### src/rtl/uart_wide_rx.sv
// Oversampling receiver for the 128-bit wide-frame serial link: start, DATA_BITS data LSB first,
// odd parity, stop. Define UART_WIDE_RX_ERRCNT_EN to add the saturating error counter (err_count/err_clr).
module uart_wide_rx #(
  parameter int OVERSAMPLE = 16,
  parameter int DATA_BITS  = 128
) (
  input  logic                 clock,
  input  logic                 reset,
  input  logic                 UART_RX,
  output logic [DATA_BITS-1:0] rx_data,
  output logic                 rx_valid,
  output logic                 rx_done,
  output logic                 parity_err,
  output logic                 frame_err
`ifdef UART_WIDE_RX_ERRCNT_EN
  ,
  input  logic                 err_clr,
  output logic [7:0]           err_count
`endif
);

  localparam int CW = (OVERSAMPLE > 2) ? $clog2(OVERSAMPLE) : 1;
  localparam int BW = (DATA_BITS > 1) ? $clog2(DATA_BITS) : 1;
  localparam logic [CW-1:0] MID      = CW'(OVERSAMPLE / 2 - 1);
  localparam logic [CW-1:0] LAST_CNT = CW'(OVERSAMPLE - 1);
  localparam logic [BW-1:0] LAST_BIT = BW'(DATA_BITS - 1);

  typedef enum logic [2:0] {IDLE, START, DATA, PARITY, STOP, BREAK} state_t;

  state_t                 state, state_nxt;
  logic                   rx_meta, rx_s, rx_prev;
  logic [CW-1:0]          sample_cnt;
  logic [BW-1:0]          bit_idx;
  logic [DATA_BITS-1:0]   shreg;
  logic                   acc, perr;
  logic                   sample, start_ok, shift_en, perr_ld, good_set, pe_set, fe_set;

  // Line idles high, so the synchronizer and edge detector reset to 1 to avoid a phantom start edge.
  always_ff @(posedge clock) begin
    if (reset) begin
      rx_meta <= 1'b1;
      rx_s    <= 1'b1;
      rx_prev <= 1'b1;
    end else begin
      rx_meta <= UART_RX;
      rx_s    <= rx_meta;
      rx_prev <= rx_s;
    end
  end

  always_ff @(posedge clock) begin
    if (reset) state <= IDLE;
    else       state <= state_nxt;
  end

  assign sample = (sample_cnt == MID);

  always_comb begin
    // NOTE: every output of this block gets a default first, so no path can infer a latch.
    state_nxt = state;
    start_ok  = 1'b0;
    shift_en  = 1'b0;
    perr_ld   = 1'b0;
    good_set  = 1'b0;
    pe_set    = 1'b0;
    fe_set    = 1'b0;
    case (state)
      IDLE:   if (rx_prev && !rx_s) state_nxt = START;
      START:  if (sample) begin
                if (!rx_s) begin
                  state_nxt = DATA;
                  start_ok  = 1'b1;
                end else begin
                  state_nxt = IDLE;
                end
              end
      DATA:   if (sample) begin
                shift_en = 1'b1;
                if (bit_idx == LAST_BIT) state_nxt = PARITY;
              end
      PARITY: if (sample) begin
                perr_ld   = 1'b1;
                state_nxt = STOP;
              end
      STOP:   if (sample) begin
                if (!rx_s) begin
                  fe_set    = 1'b1;
                  state_nxt = BREAK;
                end else if (perr) begin
                  pe_set    = 1'b1;
                  state_nxt = IDLE;
                end else begin
                  good_set  = 1'b1;
                  state_nxt = IDLE;
                end
              end
      BREAK:  if (rx_s) state_nxt = IDLE;
      default: state_nxt = IDLE;
    endcase
  end

  // Sample counter wraps at OVERSAMPLE-1, so mid-bit repeats every OVERSAMPLE clocks for any even ratio.
  always_ff @(posedge clock) begin
    // NOTE: sequential state uses non-blocking assignments so every flop sees pre-edge values.
    if (reset) begin
      sample_cnt <= '0;
      bit_idx    <= '0;
      acc        <= 1'b1;
      perr       <= 1'b0;
      rx_data    <= '0;
      rx_valid   <= 1'b0;
      rx_done    <= 1'b0;
      parity_err <= 1'b0;
      frame_err  <= 1'b0;
    end else begin
      if (state == IDLE || state == BREAK) sample_cnt <= '0;
      else if (sample_cnt == LAST_CNT)     sample_cnt <= '0;
      else                                 sample_cnt <= sample_cnt + CW'(1);

      if (start_ok)      bit_idx <= '0;
      else if (shift_en) bit_idx <= bit_idx + BW'(1);

      if (start_ok)      acc <= 1'b1;
      else if (shift_en) acc <= acc ^ rx_s;

      if (perr_ld) perr <= (rx_s != acc);

      rx_valid   <= good_set;
      parity_err <= pe_set;
      frame_err  <= fe_set;
      if (good_set) rx_data <= shreg;

      if (start_ok)      rx_done <= 1'b0;
      else if (good_set) rx_done <= 1'b1;
    end
  end

  // NOTE: the shift register needs no reset; all DATA_BITS are overwritten before it is ever copied out.
  always_ff @(posedge clock) begin
    if (shift_en) shreg <= {rx_s, shreg[DATA_BITS-1:1]};
  end

`ifdef UART_WIDE_RX_ERRCNT_EN
  always_ff @(posedge clock) begin
    if (reset || err_clr)                       err_count <= 8'h00;
    else if ((pe_set || fe_set) && err_count != 8'hFF) err_count <= err_count + 8'h01;
  end
`endif

endmodule

### config.mk
export PLATFORM = sky130hd
export DESIGN_NAME = uart_wide_rx
export DESIGN_NICKNAME = d
export VERILOG_FILES = /design/src/rtl/uart_wide_rx.sv
export SDC_FILE = /design/constraint.sdc
export NUM_CORES = 1
export LEC_CHECK = 0
export ABC_AREA = 1
export CELL_PAD_IN_SITES_DETAIL_PLACEMENT = 1
export CELL_PAD_IN_SITES_GLOBAL_PLACEMENT = 2
export CORE_MARGIN = 2
export CORE_UTILIZATION = 32
export CTS_CLUSTER_SIZE = 24
export DETAILED_ROUTE_END_ITERATION = 6
export PLACE_DENSITY = 0.83
export REMOVE_ABC_BUFFERS = 1
export SLEW_MARGIN = 10
export SYNTH_ARGS = -nofsm -noshare
export SYNTH_HDL_FRONTEND = slang
export SYNTH_SLANG_ARGS = --single-unit
### constraint.sdc
create_clock -name clock -period 3.2 [get_ports clock]
set_clock_uncertainty 0.2 [all_clocks]
set_input_delay 0.64 -clock clock [delete_from_list [all_inputs] [get_ports clock]]
set_output_delay 0.64 -clock clock [all_outputs]
set_load 0.05 [all_outputs]
Word-level counts from Yosys, hierarchy flattened
Index checks and enable logic that the tools add are counted.

word-level totals
  register bits after elaboration = 279
  input port bits = 3
  output and inout port bits = 132
  word-level logic and storage cells = 66

cells by class
  add/subtract/negate cells = 2
  equal/unequal tests = 16
  mux-type cells = 21
  bitwise gates (word level) = 4
  reduce and logical (&&, ||, !) cells = 9

operators by type and width
  kind                                                                   number
  3-bit two-way mux                                                      8
  3-bit one-hot mux with 6 select lines                                  1
  2-bit inequality test, second input constant                           7
  1-bit two-way mux                                                      11
  7-bit by 1-bit adder with 7-bit output, second input constant          1
  7-bit equality test, second input constant                             1
  7-bit AND reduction                                                    1
  3-bit by 2-bit equality test with 1-bit output, second input constant  2
  3-bit equality test, second input constant                             2
  4-bit by 1-bit adder with 4-bit output, second input constant          1
  4-bit by 3-bit equality test with 1-bit output, second input constant  1
  4-bit equality test, second input constant                             1
  2-bit OR reduction                                                     2
  4-bit OR reduction                                                     1
  3-bit by 1-bit equality test with 1-bit output, second input constant  1
  3-bit zero test                                                        1
  1-bit NOT                                                              3
  3-bit OR reduction                                                     1
  2-bit two-way mux                                                      1
  1-bit logical AND                                                      1
  1-bit zero test                                                        1
  1-bit logical OR                                                       1
  1-bit inequality test                                                  1
  1-bit XOR                                                              1

Depth between registers and ports, before layout
Gate-level depths: netlist of the first run.

  depth in word-level cells = 4
  mapped depth = 9

Worst setup path after synthesis of the first run
Ideal clock, no wire load.

  path kind = reg2reg
  start = register sample_cnt[0]
  end = register shreg[0], enable pin
  arrival time = 2.437 ns
  required time = 2.574 ns
  path slack = 0.137 ns
  cell stages (with the launch flop) = 7
  path through = dfxtp_1 ha_1 nand3_2 inv_2 nand2_1 clkbuf_1 inv_2

on the way
  word-level cells in the longest chain between the ends = 3

ends and longest elaborated chain
  item                                            RTL line  text
  from (decl)                                     32        logic [CW-1:0] sample_cnt;
  from (signal assigned)                          118       else sample_cnt <= sample_cnt + CW'(1);
  4-bit by 3-bit equality test with 1-bit output  56        assign sample = (sample_cnt == MID);
  1-bit two-way mux                               77        DATA: if (sample) begin
  1-bit two-way mux                               67        case (state)
  via shift_en                                    36        logic sample, start_ok, shift_en, perr_ld, good_set, pe_set, fe_set;
  to (signal assigned)                            140       if (shift_en) shreg <= {rx_s, shreg[DATA_BITS-1:1]};
  to (decl)                                       34        logic [DATA_BITS-1:0] shreg;

The timed path passes the listed nets, and every way through them passes these cells.
A chain may end at the register's enable or synchronous reset.

Final worst setup path of the first run
  start = register rx_data[94]
  end = output port rx_data[94]

RTL lines
  item                    RTL line  text
  from (decl)             10        output logic [DATA_BITS-1:0] rx_data,
  from (signal assigned)  131       if (good_set) rx_data <= shreg;

No word-level cell between the ends.

==> impl_metrics.toml, run 1 <==
[outcome]
outcome = "finished, final reports clean"

[pwr]
finalPower_uw = 7330
ir_drop_mv = 0.335
total_leakage_power_uw = 0.00374
p_per_area_nw_per_um2 = 612

[global_routing]
grt_remaining_overflow = 0
antenna_found_initial = 0
grt_pass1_wl_um = 33200
grtUsageTotal_pct = 13.4
grt_pass1_vias = 6272
grt_max_degree = 130

[cts]
cts_sinks = 279
cts_buffers = 29
clk_latency_ns = 0.53
clk_pin_slew_ns = 0.06
h-tree-depth = 1
clk_path_buf_depth = 3
cts-resized-gates = 0
post_cts_buffers = 0
tritoncts = "done"
cts_root_buffer = "clkbuf_16"
holdBufCountCts = 0

[logic_synthesis]
synth_seq_area_share_pct = 73.9
synth-warning-count = 0
synthFlopType = "dfxtp_1"
syn_inst = 821
synth-edff-count = 128
synth_cell_types = 30
synth-seq-cells = 279
syn-cell-area_um2 = 9290
yosys-top-cells-area = "edfxtp_1 (41%), dfxtp_1 (33%), nor2_1 (11%), o21ai_1 (6.1%), buf_6 (1.5%)"
synthArstFlopShare_pct = 0
synthDominantCellAreaShare_pct = 41.4
yosysTopAreaCell = "edfxtp_1"
avgSynthCellArea_um2 = 11.3

[critical_path]
critPathRequiredTime_ns = 2.36
cp_num_buf_inv = 1
crit_family = "buffers and inverters"
regToRegSetupSlack_ns = 0.73
setup.worst_path.start_class = "register"
r2r-start = "sample_cnt[0]"
max_stage_delay_ns = 0.83
reg2reg_depth = 6
critPathCaptureType = "primary output"
cp_max_fo = 2
crit_path_cell_trace = "clkdlybuf4s50_1"
arrival_ns = 1.74
critPathKind = "reg -> out"
r2r_end = "shreg[88]"
critPathSlowestCell = "clkdlybuf4s50_1"

[floorplanning]
rows = 62
initial_core_util_pct = 32.5
die_h_um = 174
core_area_um2 = 28600
num_io_pins = 135
dieArea_um2 = 30400
dieWidth_um = 174

[detailed_routing]
vias = 6107
drc_errors = 0
via_per_inst = 4.49
dr.pass1.iters = 6
drt_wl_total_um = 20500
ant_nets = 0
drt-initial-drc-count = 275
avgRoutedWirePerCell_um = 15.1

[final_layout]
drive_gt1_share_pct = 6.76
final_cell_mix = "nor2_1 (281), dfxtp_1 (151), clkdlybuf4s50_1 (134), edfxtp_1 (128), o21ai_1 (113)"
post-route-cell-area_um2 = 12000
diodes = 0
syn2layout_area_growth_pct = 28.9
layout_commonest_cell = "nor2_1"
fillers = 3071
fin_nets = 959

[job]
max_cap_viol_count = 0

[timing]
fin_crit_sh_pct = 80.5
max_slew_margin_pct = 49.2
layout_setup_ws_ns = 0.624
min_period_ns = 2.58
rsz0062_at_grt = "false"
finalSetupViolCount = 0
worst_pin_slew_ns = 0.762
fmax_mhz = 388
hold_viol = 0
maxSlewViolCount = 0

[placed_design]
placed_area_um2 = 11000
io_buffers = 134
gp_congestion = 0.691
dp.final_hpwl_um = 12500
place_ws_ns = 0.569

[worst_hold_path]
hold_class = "reg -> reg"
min-delay-start = "rx_meta"
hold_end = "rx_s"
hold-path-cell-count = 1
synth_stat cells, types with 2 or more instances:
| cell | n |
|---|---|
| a21oi_1 | 6 |
| o21ai_1 | 113 |
| edfxtp_1 | 128 |
| ha_1 | 2 |
| buf_6 | 12 |
| xor2_1 | 2 |
| clkbuf_1 | 16 |
| nand4_1 | 2 |
| nand3_1 | 9 |
| buf_2 | 14 |
| inv_1 | 14 |
| inv_2 | 7 |
| or2_2 | 2 |
| nand2_1 | 23 |
| o21ai_0 | 22 |
| dfxtp_1 | 151 |
| nor3_1 | 5 |
| nor2_1 | 281 |
power by group:
part,total (µW),leakage (µW),switching (µW),internal [µW]
Clock,3380,0.000475,1310,2070
Sequential,3740,0.00210,25.1,3720
Combinational,214,0.00117,142,71.7
routing by layer:
metal	global-route usage (%)	share of wire [%]
met1	18.8	49
met2	21.3	44
met3	2.62	5.4
met4	3.15	1.5
met5	0	0
kinds of logic (layout without fill, tap and decap cells):
group                    count (synthesis)  after routing  share of synthesized area (%)
AO/OA/AOI/OAI                          143            143                           7.77
XOR/XNOR                                 2              2                          0.189
adder cells (fa/ha/maj)                  2              2                          0.269
buffers and inverters                   65            220                           3.83
flip-flops                             279            279                           73.9
AND/OR/NAND/NOR                        330            330                           14.0
through the flow:
stage               setup TNS, ns  instances  util [%]  hold WS, ns
floorplan                 -195.73        778         -        0.189
global placement                0       1307      38.4        0.193
detailed placement              0       1307      38.4        0.198
CTS                             0       1360      41.8        0.211
global route                    0       1360      41.8        0.223
finish                          0       1360      41.8        0.209
worst max path at each step:
stage	from	to	slack, ns	cells past startpoint
6_report	rx_data[94]	rx_data[94]	0.62	1
5_1_grt	sample_cnt[0]	shreg[82]	0.53	6
4_1_cts	rx_data[94]	rx_data[94]	0.58	1
3_5_place_dp	reset	rx_data[40]	0.57	5
3_3_place_gp	reset	perr	0.61	5
2_1_floorplan	sample_cnt[0]	rx_data[65]	-1.49	7
sequential cells by signal (all words and copies together), names as in the netlist:
signal	count
rx_done	1
parity_err	1
frame_err	1
rx_data	128
rx_valid	1
acc	1
rx_s	1
state	3
shreg	128
bit_idx	7
perr	1
sample_cnt	4
rx_prev	1
rx_meta	1
cell type report:
type / instances / area, µm² / share of cell area, %
clock inverters: 8 / 113 / 0.941
inverters: 22 / 92.6 / 0.773
repair buffers: 145 / 1490 / 12.4
clock buffers: 45 / 857 / 7.16
well taps: 384 / 480 / 4.01
flip-flops and latches: 279 / 6870 / 57.4
multi-input cells: 477 / 2080 / 17.3
(Power assumes the default switching activity.)
==> run 2, diff against run 1 <==
--- a/config.mk
+++ b/config.mk
@@ -9,10 +9,10 @@
 export CELL_PAD_IN_SITES_DETAIL_PLACEMENT = 1
 export CELL_PAD_IN_SITES_GLOBAL_PLACEMENT = 2
 export CORE_MARGIN = 2
-export CORE_UTILIZATION = 32
+export CORE_UTILIZATION = 35
 export CTS_CLUSTER_SIZE = 24
 export DETAILED_ROUTE_END_ITERATION = 6
-export PLACE_DENSITY = 0.83
+export PLACE_DENSITY = 0.86
 export REMOVE_ABC_BUFFERS = 1
 export SLEW_MARGIN = 10
 export SYNTH_ARGS = -nofsm -noshare
==> constraint.sdc (replaced) <==
create_clock -name clock -period 2.6 [get_ports clock]
set_clock_uncertainty 0.2 [all_clocks]
set_input_delay 0.52 -clock clock [delete_from_list [all_inputs] [get_ports clock]]
set_output_delay 0.52 -clock clock [all_outputs]
set_load 0.05 [all_outputs]
==> impl_metrics.toml, run 2 (synthesized netlist as in run 1, its figures left out) <==
[floorplanning]
rows = 59
die_h_um = 167
dieWidth_um = 167
core_area_um2 = 26100
initial_core_util_pct = 35.6
num_io_pins = 135
dieArea_um2 = 27900

[final_layout]
final_cell_mix = "nor2_1 (281), dfxtp_1 (151), clkdlybuf4s50_1 (134), edfxtp_1 (128), o21ai_1 (113)"
regArea_um2 = 6870
diodes = 0
fin_nets = 962
multi_input_area_um2 = 2080
fillers = 2797
post_layout_nonfiller_instances = 1315
syn2layout_area_growth_pct = 28.5
fin_util_pct = 45.8
layout_commonest_cell = "nor2_1"
drive_gt1_share_pct = 7.45
largest_registers = "rx_data x128, shreg x128, bit_idx x7"

[timing]
max_slew_margin_pct = 55.3
hold_viol = 0
rsz0062_at_grt = "false"
fin_crit_sh_pct = 95.3
finalSetupViolCount = 0
fmax_mhz = 404
maxSlewViolCount = 0
tns_ns = 0
worst_pin_slew_ns = 0.666
min_period_ns = 2.48

[pwr]
internal_power_uw = 7060
finalPower_uw = 8930
power.switching_uw = 1870
p_per_area_nw_per_um2 = 748
ir_drop_mv = 0.505
total_leakage_power_uw = 0.00375
combPwrFrac_pct = 2.9
sw_frac_of_total_pct = 21.0
clkPwrFrac_pct = 45.5
pwr-share-seq_pct = 51.5

[cts]
tritoncts = "done"
clk_pin_slew_ns = 0.06
clk_latency_ns = 0.54
h-tree-depth = 1
post_cts_buffers = 0
holdBufCountCts = 0
cts-resized-gates = 0
cts_buffers = 29
cts_sinks = 279
cts_root_buffer = "clkbuf_16"
clk_path_buf_depth = 3

[critical_path]
r2r_end = "rx_data[124]"
r2r-start = "sample_cnt[0]"
reg2reg_depth = 8
arrival_ns = 1.76
crit_path_cell_trace = "clkdlybuf4s50_1"
critPathCaptureType = "primary output"
cp_num_buf_inv = 1
setup.worst_path.start_class = "register"
max_stage_delay_ns = 0.83
cp_max_fo = 2
critPathRequiredTime_ns = 1.88
critPathKind = "reg -> out"
crit_family = "buffers and inverters"
critPathSlowestCell = "clkdlybuf4s50_1"
regToRegSetupSlack_ns = 0.53

[outcome]
outcome = "finished, final reports clean"

[placed_design]
gp_congestion = 0.726
dp.final_hpwl_um = 12900
placed_cells = 1261
io_buffers = 134

[detailed_routing]
vias = 6181
drt-initial-drc-count = 329
via_per_inst = 4.70
drt_wl_total_um = 20700
drc_errors = 0
ant_nets = 0
dr.pass1.iters = 4
avgRoutedWirePerCell_um = 15.8

[global_routing]
grt_pass1_vias = 6262
antenna_found_initial = 0
grt_remaining_overflow = 0
grtUsageTotal_pct = 14.8
grt_pass1_wl_um = 33900
grt_max_degree = 84

[worst_hold_path]
hold_class = "reg -> reg"
hold_end = "rx_s"
min-delay-start = "rx_meta"
hold-path-cell-count = 1

[job]
max_cap_viol_count = 0
run 2: per-stage QoR:
step	worst slack [ns]	hold WS, ns	area (µm²)
finish	0.122	0.220	11900
global route	0.0451	0.235	11900
CTS	0.0739	0.227	11900
detailed placement	0.385	0.212	11000
global placement	0.486	0.197	11000
floorplan	-2.09	0.189	9020
run 2: how the worst max path moves through the flow:
stage	start	end	slack [ns]	cells past startpoint
after global placement	reset	bit_idx[6]	0.49	6
after global routing	rx_data[121]	rx_data[121]	0.05	1
final	rx_data[118]	rx_data[118]	0.12	1
after CTS	rx_data[121]	rx_data[121]	0.07	1
after detailed placement	reset	rx_data[76]	0.38	5
after floorplan	sample_cnt[0]	rx_data[65]	-2.09	7
run 2: metal layers:
layer  part of all wire [%]  global-route usage, %  wire length (µm)
met5                      0                      0                 0
met4                    1.4                   3.00               296
met3                    5.4                   3.04              1120
met2                     46                   23.3              9440
met1                     48                   21.3              9880
run 2: cell type report:
| cell class | count | share of cell area (%) |
|---|---|---|
| Clock inverter | 18 | 1.37 |
| Sequential cell | 279 | 57.5 |
| Clock buffer | 36 | 6.47 |
| Tap cell | 335 | 3.51 |
| Multi-Input combinational cell | 477 | 17.4 |
| Timing Repair Buffer | 148 | 13.0 |
| Inverter | 22 | 0.776 |
run 2: power by group through the flow:
stage                     Sequential (µW)  Clock, µW  Combinational (µW)
final                                4610       4070                 261
after CTS                            4600       4190                 267
after global routing                 4610       4380                 309
after detailed placement             4700          0                 263
after floorplan                      4690          0                 207
after global placement               4700          0                 257
run 2: worst reg2reg max path, cell delays in order (launching register included):
cell     delay (ns)
dfxtp_1        0.35
ha_1           0.21
nand3_2        0.16
inv_2          0.12
nand4_4        0.15
inv_4          0.35
buf_12         0.23
nor2_1         0.07
nor2_1         0.14
